<file path="src/rtl/app_output_arbiter_if.sv">
// Bundle of every signal exchanged between the output arbiter and the
// application cores / board I/O.
//   master : arbiter side (consumes in_* / app_sel / btn_in, drives outputs)
//   slave  : environment side (application cores, board pins)
// Signals:
//   app_sel    raw application select switches (asynchronous)
//   in_rgb     packed per-channel pixels, channel k at [k*RGB_W +: RGB_W]
//   in_hs/vs   per-channel sync (vsync is an active-low pulse)
//   in_seg/dig per-channel 7-segment segments and digit selects
//   in_beep    per-channel buzzer
//   btn_in     board buttons (already synchronised)
//   btn_out    per-channel buttons, only the active channel sees presses
//   rgb/hs/vs/seg/seg_sel/beep  muxed board outputs
//   active_idx channel currently driving the outputs
//   switching  high while a switch is pending or the display is blanked
interface app_output_arbiter_if #(
  parameter int N_APP = 2,
  parameter int SEL_W = 3,
  parameter int RGB_W = 16,
  parameter int SEG_W = 7,
  parameter int DIG_W = 4,
  parameter int BTN_W = 3
);
  logic [SEL_W-1:0]       app_sel;
  logic [N_APP*RGB_W-1:0] in_rgb;
  logic [N_APP-1:0]       in_hs;
  logic [N_APP-1:0]       in_vs;
  logic [N_APP*SEG_W-1:0] in_seg;
  logic [N_APP*DIG_W-1:0] in_dig;
  logic [N_APP-1:0]       in_beep;
  logic [BTN_W-1:0]       btn_in;
  logic [N_APP*BTN_W-1:0] btn_out;
  logic [RGB_W-1:0]       rgb;
  logic                   hs;
  logic                   vs;
  logic [SEG_W-1:0]       seg;
  logic [DIG_W-1:0]       seg_sel;
  logic                   beep;
  logic [SEL_W-1:0]       active_idx;
  logic                   switching;

  modport master (
    input  app_sel, in_rgb, in_hs, in_vs, in_seg, in_dig, in_beep, btn_in,
    output btn_out, rgb, hs, vs, seg, seg_sel, beep, active_idx, switching
  );

  modport slave (
    output app_sel, in_rgb, in_hs, in_vs, in_seg, in_dig, in_beep, btn_in,
    input  btn_out, rgb, hs, vs, seg, seg_sel, beep, active_idx, switching
  );
endinterface

</file>
<file path="src/rtl/app_output_arbiter.sv">
// N-application output arbiter: shares one VGA port, one 7-segment display,
// one buzzer and one button bank among N_APP application cores.
// The select switches are synchronised and debounced; a new application is
// taken over only at a vsync falling edge of the running one (or after a
// timeout), then the display is blanked for BLANK_FRAMES frames of the new
// application while its sync signals already reach the monitor.
// Ports:
//   sys_clk  system clock
//   rst      synchronous active-high reset
//   bus      app_output_arbiter_if.master (see interface file for signals)
module app_output_arbiter #(
  parameter int                 N_APP        = 2,
  parameter int                 SEL_W        = 3,
  parameter int                 RGB_W        = 16,
  parameter int                 SEG_W        = 7,
  parameter int                 DIG_W        = 4,
  parameter int                 BTN_W        = 3,
  parameter int                 DEB_CYCLES   = 1000000,
  parameter int                 BLANK_FRAMES = 2,
  parameter int                 PEND_TIMEOUT = 2000000,
  parameter logic [SEG_W-1:0]   SEG_BLANK    = SEG_W'(7'h7F),
  parameter logic [DIG_W-1:0]   DIG_BLANK    = DIG_W'(4'hF)
) (
  input  logic            sys_clk,
  input  logic            rst,
  app_output_arbiter_if.master bus
);

  localparam int DEB_W = (DEB_CYCLES   > 1) ? $clog2(DEB_CYCLES)   : 1;
  localparam int TMO_W = (PEND_TIMEOUT > 1) ? $clog2(PEND_TIMEOUT) : 1;
  localparam int FRM_W = (BLANK_FRAMES > 1) ? $clog2(BLANK_FRAMES) : 1;

  localparam logic [DEB_W-1:0] DEB_LAST = DEB_W'(DEB_CYCLES - 1);
  localparam logic [TMO_W-1:0] TMO_LAST = TMO_W'(PEND_TIMEOUT - 1);
  localparam logic [FRM_W-1:0] FRM_LAST = FRM_W'(BLANK_FRAMES - 1);
  localparam logic [SEL_W:0]   NAPP_EXT = (SEL_W + 1)'(N_APP);

  typedef enum logic [1:0] {S_RUN, S_PEND, S_BLANK} state_t;

  // Selects outside the populated channel range mean "no request".
  function automatic logic sel_valid(input logic [SEL_W-1:0] s);
    return ({1'b0, s} < NAPP_EXT);
  endfunction

  logic [SEL_W-1:0] sel_p0, sel_p1;
  logic [DEB_W-1:0] deb_cnt;
  logic [SEL_W-1:0] deb_sel;
  logic [N_APP-1:0] vs_q;
  logic [N_APP-1:0] vs_fall;

  state_t           state, state_n;
  logic [SEL_W-1:0] active, active_n;
  logic [SEL_W-1:0] target, target_n;
  logic [TMO_W-1:0] tmo_cnt, tmo_n;
  logic [FRM_W-1:0] frm_cnt, frm_n;
  logic             cur_fall;
  logic             req_ok;
  logic             tmo_last;

  logic [RGB_W-1:0] mux_rgb;
  logic             mux_hs, mux_vs, mux_beep;
  logic [SEG_W-1:0] mux_seg;
  logic [DIG_W-1:0] mux_dig;

  logic [RGB_W-1:0] rgb_p1;
  logic             hs_p1, vs_p1, beep_p1;
  logic [SEG_W-1:0] seg_p1;
  logic [DIG_W-1:0] dig_p1;
  logic [N_APP*BTN_W-1:0] btn_vec;

  // ---- stage p0/p1: select synchroniser, debounce, vsync history ----
  always_ff @(posedge sys_clk) begin
    if (rst) begin
      sel_p0  <= '0;
      sel_p1  <= '0;
      deb_cnt <= '0;
      deb_sel <= '0;
      vs_q    <= '1;
    end else begin
      sel_p0 <= bus.app_sel;
      sel_p1 <= sel_p0;
      // sel_p0 != sel_p1 means the synchronised value changes on this edge.
      if (sel_p0 != sel_p1) begin
        deb_cnt <= '0;
      end else if (deb_cnt == DEB_LAST) begin
        deb_sel <= sel_p1;
      end else begin
        deb_cnt <= deb_cnt + DEB_W'(1);
      end
      vs_q <= bus.in_vs;
    end
  end

  assign vs_fall  = vs_q & ~bus.in_vs;
  assign req_ok   = sel_valid(deb_sel);
  assign tmo_last = (tmo_cnt == TMO_LAST);

  always_comb begin
    cur_fall = 1'b0;
    for (int k = 0; k < N_APP; k++) begin
      if (SEL_W'(k) == active) cur_fall = vs_fall[k];
    end
  end

  // ---- switch controller ----
  always_ff @(posedge sys_clk) begin
    if (rst) begin
      state   <= S_RUN;
      active  <= '0;
      target  <= '0;
      tmo_cnt <= '0;
      frm_cnt <= '0;
    end else begin
      state   <= state_n;
      active  <= active_n;
      target  <= target_n;
      tmo_cnt <= tmo_n;
      frm_cnt <= frm_n;
    end
  end

  always_comb begin
    state_n  = state;
    active_n = active;
    target_n = target;
    tmo_n    = tmo_cnt;
    frm_n    = frm_cnt;
    case (state)
      S_RUN: begin
        tmo_n = '0;
        frm_n = '0;
        if (req_ok && (deb_sel != active)) begin
          target_n = deb_sel;
          state_n  = S_PEND;
        end
      end
      S_PEND: begin
        tmo_n = tmo_cnt + TMO_W'(1);
        if (req_ok && (deb_sel == active)) begin
          // Request withdrawn back to the running application.
          target_n = deb_sel;
          tmo_n    = '0;
          state_n  = S_RUN;
        end else begin
          if (req_ok && (deb_sel != target)) target_n = deb_sel;
          if (cur_fall || tmo_last) begin
            active_n = target_n;
            tmo_n    = '0;
            frm_n    = '0;
            state_n  = S_BLANK;
          end
        end
      end
      S_BLANK: begin
        // cur_fall already refers to the new application here.
        tmo_n = tmo_cnt + TMO_W'(1);
        if (cur_fall) frm_n = frm_cnt + FRM_W'(1);
        if ((cur_fall && (frm_cnt == FRM_LAST)) || tmo_last) begin
          tmo_n   = '0;
          frm_n   = '0;
          state_n = S_RUN;
        end
      end
      default: state_n = S_RUN;
    endcase
  end

  // ---- output mux ----
  always_comb begin
    mux_rgb  = '0;
    mux_hs   = 1'b1;
    mux_vs   = 1'b1;
    mux_seg  = SEG_BLANK;
    mux_dig  = DIG_BLANK;
    mux_beep = 1'b0;
    for (int k = 0; k < N_APP; k++) begin
      if (SEL_W'(k) == active) begin
        mux_rgb  = bus.in_rgb[k*RGB_W +: RGB_W];
        mux_hs   = bus.in_hs[k];
        mux_vs   = bus.in_vs[k];
        mux_seg  = bus.in_seg[k*SEG_W +: SEG_W];
        mux_dig  = bus.in_dig[k*DIG_W +: DIG_W];
        mux_beep = bus.in_beep[k];
      end
    end
  end

  // ---- stage p1: registered board outputs ----
  always_ff @(posedge sys_clk) begin
    if (rst) begin
      rgb_p1  <= '0;
      hs_p1   <= 1'b1;
      vs_p1   <= 1'b1;
      seg_p1  <= SEG_BLANK;
      dig_p1  <= DIG_BLANK;
      beep_p1 <= 1'b0;
    end else begin
      // Syncs always follow the active channel so the monitor relocks
      // during blanking.
      hs_p1 <= mux_hs;
      vs_p1 <= mux_vs;
      if (state == S_BLANK) begin
        rgb_p1  <= '0;
        seg_p1  <= SEG_BLANK;
        dig_p1  <= DIG_BLANK;
        beep_p1 <= 1'b0;
      end else begin
        rgb_p1  <= mux_rgb;
        seg_p1  <= mux_seg;
        dig_p1  <= mux_dig;
        beep_p1 <= mux_beep;
      end
    end
  end

  always_comb begin
    btn_vec = '0;
    if (!rst && (state == S_RUN)) begin
      for (int k = 0; k < N_APP; k++) begin
        if (SEL_W'(k) == active) btn_vec[k*BTN_W +: BTN_W] = bus.btn_in;
      end
    end
  end

  assign bus.btn_out    = btn_vec;
  assign bus.rgb        = rgb_p1;
  assign bus.hs         = hs_p1;
  assign bus.vs         = vs_p1;
  assign bus.seg        = seg_p1;
  assign bus.seg_sel    = dig_p1;
  assign bus.beep       = beep_p1;
  assign bus.active_idx = active;
  assign bus.switching  = (state != S_RUN);

endmodule

</file>
<file path="src/flat_wrapper.sv">
// flat-port wrapper written by rule: the top's interface ports become plain ports
module app_output_arbiter_flat 
#(
  parameter int                 N_APP        = 2,
  parameter int                 SEL_W        = 3,
  parameter int                 RGB_W        = 16,
  parameter int                 SEG_W        = 7,
  parameter int                 DIG_W        = 4,
  parameter int                 BTN_W        = 3,
  parameter int                 DEB_CYCLES   = 1000000,
  parameter int                 BLANK_FRAMES = 2,
  parameter int                 PEND_TIMEOUT = 2000000,
  parameter logic [SEG_W-1:0]   SEG_BLANK    = SEG_W'(7'h7F),
  parameter logic [DIG_W-1:0]   DIG_BLANK    = DIG_W'(4'hF)
)
  (sys_clk, rst, bus_app_sel, bus_in_rgb, bus_in_hs, bus_in_vs, bus_in_seg, bus_in_dig, bus_in_beep, bus_btn_in, bus_btn_out, bus_rgb, bus_hs, bus_vs, bus_seg, bus_seg_sel, bus_beep, bus_active_idx, bus_switching);
  app_output_arbiter_if #(.N_APP(N_APP), .SEL_W(SEL_W), .RGB_W(RGB_W), .SEG_W(SEG_W), .DIG_W(DIG_W), .BTN_W(BTN_W)) bus_i ();
  input  logic sys_clk;
  input  logic rst;
  input wire logic [$bits(bus_i.app_sel)-1:0] bus_app_sel;
  input wire logic [$bits(bus_i.in_rgb)-1:0] bus_in_rgb;
  input wire logic [$bits(bus_i.in_hs)-1:0] bus_in_hs;
  input wire logic [$bits(bus_i.in_vs)-1:0] bus_in_vs;
  input wire logic [$bits(bus_i.in_seg)-1:0] bus_in_seg;
  input wire logic [$bits(bus_i.in_dig)-1:0] bus_in_dig;
  input wire logic [$bits(bus_i.in_beep)-1:0] bus_in_beep;
  input wire logic [$bits(bus_i.btn_in)-1:0] bus_btn_in;
  output wire logic [$bits(bus_i.btn_out)-1:0] bus_btn_out;
  output wire logic [$bits(bus_i.rgb)-1:0] bus_rgb;
  output wire logic [$bits(bus_i.hs)-1:0] bus_hs;
  output wire logic [$bits(bus_i.vs)-1:0] bus_vs;
  output wire logic [$bits(bus_i.seg)-1:0] bus_seg;
  output wire logic [$bits(bus_i.seg_sel)-1:0] bus_seg_sel;
  output wire logic [$bits(bus_i.beep)-1:0] bus_beep;
  output wire logic [$bits(bus_i.active_idx)-1:0] bus_active_idx;
  output wire logic [$bits(bus_i.switching)-1:0] bus_switching;
  assign bus_i.app_sel = bus_app_sel;
  assign bus_i.in_rgb = bus_in_rgb;
  assign bus_i.in_hs = bus_in_hs;
  assign bus_i.in_vs = bus_in_vs;
  assign bus_i.in_seg = bus_in_seg;
  assign bus_i.in_dig = bus_in_dig;
  assign bus_i.in_beep = bus_in_beep;
  assign bus_i.btn_in = bus_btn_in;
  assign bus_btn_out = bus_i.btn_out;
  assign bus_rgb = bus_i.rgb;
  assign bus_hs = bus_i.hs;
  assign bus_vs = bus_i.vs;
  assign bus_seg = bus_i.seg;
  assign bus_seg_sel = bus_i.seg_sel;
  assign bus_beep = bus_i.beep;
  assign bus_active_idx = bus_i.active_idx;
  assign bus_switching = bus_i.switching;
  app_output_arbiter #(.N_APP(N_APP), .SEL_W(SEL_W), .RGB_W(RGB_W), .SEG_W(SEG_W), .DIG_W(DIG_W), .BTN_W(BTN_W), .DEB_CYCLES(DEB_CYCLES), .BLANK_FRAMES(BLANK_FRAMES), .PEND_TIMEOUT(PEND_TIMEOUT), .SEG_BLANK(SEG_BLANK), .DIG_BLANK(DIG_BLANK)) u_core (.sys_clk(sys_clk), .rst(rst), .bus(bus_i));
endmodule
</file>
<file path="config.mk">
export PLATFORM = sky130hd
export DESIGN_NAME = app_output_arbiter_flat
export DESIGN_NICKNAME = d
export VERILOG_FILES = /design/src/rtl/app_output_arbiter_if.sv /design/src/rtl/app_output_arbiter.sv /design/src/flat_wrapper.sv
export SDC_FILE = /design/constraint.sdc
export NUM_CORES = 1
export LEC_CHECK = 0
export ABC_AREA = 1
export CAP_MARGIN = 0
export CORE_MARGIN = 2
export CORE_UTILIZATION = 45
export CTS_CLUSTER_DIAMETER = 60
export DETAILED_ROUTE_END_ITERATION = 8
export GPL_TIMING_DRIVEN = 0
export PLACE_DENSITY = 0.83
export SYNTH_ARGS = -nofsm -noshare
export SYNTH_HDL_FRONTEND = slang
export SYNTH_SLANG_ARGS = --single-unit
</file>
<file path="constraint.sdc">
create_clock -name sys_clk -period 3.1 [get_ports sys_clk]
set_input_delay 0.465 -clock sys_clk [delete_from_list [all_inputs] [get_ports sys_clk]]
set_output_delay 0.465 -clock sys_clk [all_outputs]
set_load 0.05 [all_outputs]
</file>
* Word level (Yosys, flattened, before mapping)
Cells that the tools add are included.
** Storage, ports and cells
- Register bits after elaboration :: 91
- Bits in latches :: 0
- RAM bits :: 0
- Bits in read-only memories :: 0
- Output and inout bits :: 40
- Logic and storage cells :: 94
- Memories kept :: 0
** Operators by class
- $add $sub $neg :: 3
- $mul :: 0
- Divide/modulo/power cells :: 0
- $lt $le $gt $ge :: 1
- Equal/unequal tests :: 15
- Shifts and indexed selects :: 0
- Multiplexer cells :: 35
- Bitwise gates (word level) :: 4
- Reduce and logical (&&, ||, !) cells :: 20
** Operator list (count)
- two-way mux 21 bit :: 3
- one-hot mux 21 bit (3 select lines) :: 1
- two-way mux 16 bit :: 2
- adder 21 x 1 -> 21 bit, second input constant :: 1
- equality test 21 bit, second input constant :: 1
- adder 20 x 1 -> 20 bit, second input constant :: 1
- equality test 20 bit, second input constant :: 1
- two-way mux 3 bit :: 5
- two-way mux 7 bit :: 2
- two-way mux 1 bit :: 12
- inequality test 3 bit :: 3
- two-way mux 2 bit :: 4
- two-way mux 4 bit :: 2
- two-way mux 6 bit :: 1
- inequality test 2 x 1 -> 1 bit, second input constant :: 3
- inequality test 3 x 1 -> 1 bit, second input constant :: 2
- one-hot mux 2 bit (3 select lines) :: 1
- one-hot mux 3 bit (2 select lines) :: 1
- AND reduction 3 bit :: 2
- logical AND 1 bit :: 5
- AND reduction 2 bit :: 2
- AND reduction 4 bit :: 1
- nonzero test 2 bit :: 2
- OR reduction 2 bit :: 2
- other kinds (16) :: 18

* Longest topological paths before layout
- Depth in word-level cells :: 8
- Mapped depth :: 11
- Gate-level depth less buffers :: 11

* Worst setup path after synthesis
OpenSTA, ideal clock, no wires.
- Path kind :: register to output
- Start :: register u_core.active[1] (netlist: u_core.bus.active_idx[1])
- End :: output bus_btn_out[0]
- Data arrival time :: 2.417 ns
- Data required time :: 2.635 ns
- Path slack :: 0.218 ns
- Stages on the path, launching flop included :: 6
- Path buffers :: 2
- Cells stage by stage :: dfxtp_1 -> inv_1 -> buf_1 -> nand2_1 -> clkbuf_1 -> nor3_1
** Between the ends
- Cells in the longest elaborated chain, start to end :: 3
** Ends and longest elaborated chain
- from (decl) :: line app_output_arbiter.sv:52 : logic [SEL_W-1:0] active, active_n;
- from (signal assigned) :: line app_output_arbiter.sv:115 : active <= active_n;
- zero test 3 bit :: line app_output_arbiter.sv:220 : if (SEL_W'(k) == active) btn_vec[k*BTN_W +: BTN_W] = bus.btn_in;
- two-way mux 3 bit :: line app_output_arbiter.sv:220
- two-way mux 6 bit :: line app_output_arbiter.sv:218 : if (!rst && (state == S_RUN)) begin
- to (decl) :: line flat_wrapper.sv:28 : output wire logic [$bits(bus_i.btn_out)-1:0] bus_btn_out;
No other way between the ends.

* Worst setup path in the final report
- Start :: register u_core.active[0] (netlist: u_core.bus.active_idx[0])
- End :: output bus_btn_out[3]
** Between the ends
- Cells in the longest elaborated chain, start to end :: 3
** Ends and longest elaborated chain (line)
- equality test 1 x 3 -> 1 bit :: app_output_arbiter.sv:220
- two-way mux 3 bit :: app_output_arbiter.sv:220
- two-way mux 6 bit :: app_output_arbiter.sv:218
No other way between the ends.

==> reports/qor.yml <==
hpwl_um: 9558
syn_inst: 644
dp_slack_ns: 0.1057
dr.pass1.iters: 5
power_density_nw_per_um2: 489.4
final.setup.worst_slack_ns: 0.2117
crit_fanout: 10
hold_buffers: 0
grt_pass1_wl_um: 20420
synth_nets: 718
cts.sinks: 91
yosysWarnings: 0
h-tree-depth: 3
die_w_um: 105.4
via_count: 4698
netlist_area_um2: 4629
nets: 836
drt_iter0_markers: 283
p_leak_nw: 2.238
hold_violations: 0
tns_ns: 0
ys_types: 38
syn2layout_area_growth_pct: 31.03
core_area_um2: 10140
tritoncts: "done"
wl_per_cell_um: 13.51
rsz0062_at_grt: "no"
post-route-min-period_ns: 2.888
worst_pin_slew_ns: 0.7671
synth_top_cell_area_share_pct: 39.35
rrSetupSlack_ns: 1.15
wirelength_um: 12210
clk_pin_slew_worst_paths_ns: 0.10
viasPerCell: 5.197
core.rowCount: 37
cap_violations: 0
portBuffers: 107
critPathLaunchType: "flop"
ios: 108
crit_arrival_ns: 2.42
grt_max_degree: 18
clockRootBuffer: "clkbuf_8"
slew_violations: 0
critPathKind: "flop to output port"
whs_ns: 0.4368
synthTopCellsByArea: "dfxtp_1, nand2_1, inv_1, nand3_1, nor2_1"
post-route-period-util_pct: 93.17
outcome: "finished, final reports clean"
start_util_pct: 45.66
relSlewSlack_pct: 48.86
place.gp.congestion: 0.9199
antenna_found_initial: 0
numCtsBuffers: 9
layout_common_cells: "nand2_1, clkdlybuf4s50_1, dfxtp_1"
clk_path_buf_depth: 2
clkLatencyLatePin_ns: 0.37
synth_top_area_cell: "dfxtp_1"
grt-ovfl-total: 0
setup_viol: 0
avgSynthCellArea_um2: 7.189
die_h_um: 105.4
cp-end-kind: "output port"
ys_ff_latch: 91
hold_class: "flop to flop"
peakVddDrop_mv: 0.2468
die-area_um2: 11120
ant_nets: 0
fin_skew_ns: 0.01370
drc: 0
final_common_cell: "nand2_1"
max_freq_ghz: 0.3462
drive_gt1_share_pct: 10.56
grt_pass1_vias: 4410
crit_required_ns: 2.63
gr-usage-all-layers_pct: 22.25
yosysSeqAreaShare_pct: 39.35
==> cells in the mapped netlist (all sizes together) <==
library cell and count:
nor4 2, inv 74, a31oi 3, mux2i 1, buf 8, nor2 61
nand2 154, nand4 17, ha 6, a21oi 60, o21ai 24, nand3 68
nor3 21, xor2 8, nand3b 1, o211ai 1, nor3b 1, or2 6
o22ai 12, dfxtp 91, clkinv 2, clkbuf 13, xnor2 10
==> critical path, stage by stage (launching register included) <==
cell and delay [ns]:
dfxtp_1 0.51, nand3_4 0.20, buf_1 0.30, nor3_1 0.21
clkdlybuf4s50_1 0.84
==> through the flow <==
step           util, %  area [µm²]  instances  total power [mW]
6_report         59.83        6066        904             2.968
5_1_grt          59.81        6063        903             3.104
4_1_cts          59.93        6076        903             2.988
3_5_place_dp     57.90        5871        887             2.148
3_3_place_gp     57.90        5871        887             2.126
2_1_floorplan        -        4629        644             1.840
==> registers in the layout (all words and copies together), names as in the netlist <==
| signal | cells |
|---|---|
| u_core.vs_q | 2 |
| u_core.sel_p0 | 3 |
| u_core.bus.rgb | 16 |
| u_core.frm_cnt | 1 |
| u_core.deb_cnt | 20 |
| u_core.bus.seg_sel | 4 |
| u_core.bus.beep | 1 |
| u_core.deb_sel | 3 |
| u_core.tmo_cnt | 21 |
| u_core.bus.vs | 1 |
| u_core.target | 3 |
| u_core.sel_p1 | 3 |
| u_core.state | 2 |
| u_core.bus.hs | 1 |
| u_core.bus.seg | 7 |
| u_core.bus.active_idx | 3 |
==> path summary, 6_finish.rpt <==
path | cells past startpoint | from | end
max | 4 | u_core.bus.active_idx[0] | bus_btn_out[3]
min | 2 | u_core.sel_p0[2] | u_core.sel_p1[2]
max reg2reg | 8 | u_core.tmo_cnt[0] | u_core.bus.active_idx[1]
min reg2reg | 2 | u_core.sel_p0[2] | u_core.sel_p1[2]
==> power breakdown <==
part | total, mW | switching (mW) | internal (mW) | leakage (nW)
registers | 1.29 | 0.0343 | 1.25 | 0.744
logic | 0.832 | 0.540 | 0.292 | 1.39
clock network | 0.850 | 0.460 | 0.390 | 0.108
==> per-layer routing <==
metal  vias up  GRT usage, %  routed length, µm  part of all wire, %
met5         -             0                  0                    0
met3        23         3.958                779                  6.4
met4         0         7.619                230                  1.9
met1      2178         28.84               5297                   43
li1       2338             -                  -                    -
met2       159         37.24               5906                   48
==> repair_timing <==
action,in CTS,in global routing
buffers inserted,0,0
endpoints found under the setup margin,3,3
gates resized for setup,4,8
pin swaps,0,0
==> cell families after synthesis <==
group | count (synthesis) | share of synthesized area (%)
compound gates | 100 | 13.14
xor+xnor | 18 | 3.405
fa+ha+maj | 6 | 1.622
buf+inv | 97 | 8.486
flops | 91 | 39.35
mux | 1 | 0.2162
simple gates | 331 | 33.78
==> area by class of cell <==
cell class | count | area (µm²)
antenna | 1 | 2.502
buffer | 21 | 102.6
clock buffer | 9 | 123.9
clock inverter | 7 | 83.83
fill | 890 | 4073
inverter | 76 | 290.3
multi-input combinational | 456 | 2415
sequential | 91 | 1822
tap | 136 | 170.2
timing repair buffer | 107 | 1056
Note: power is estimated with default switching activity, not from simulation.
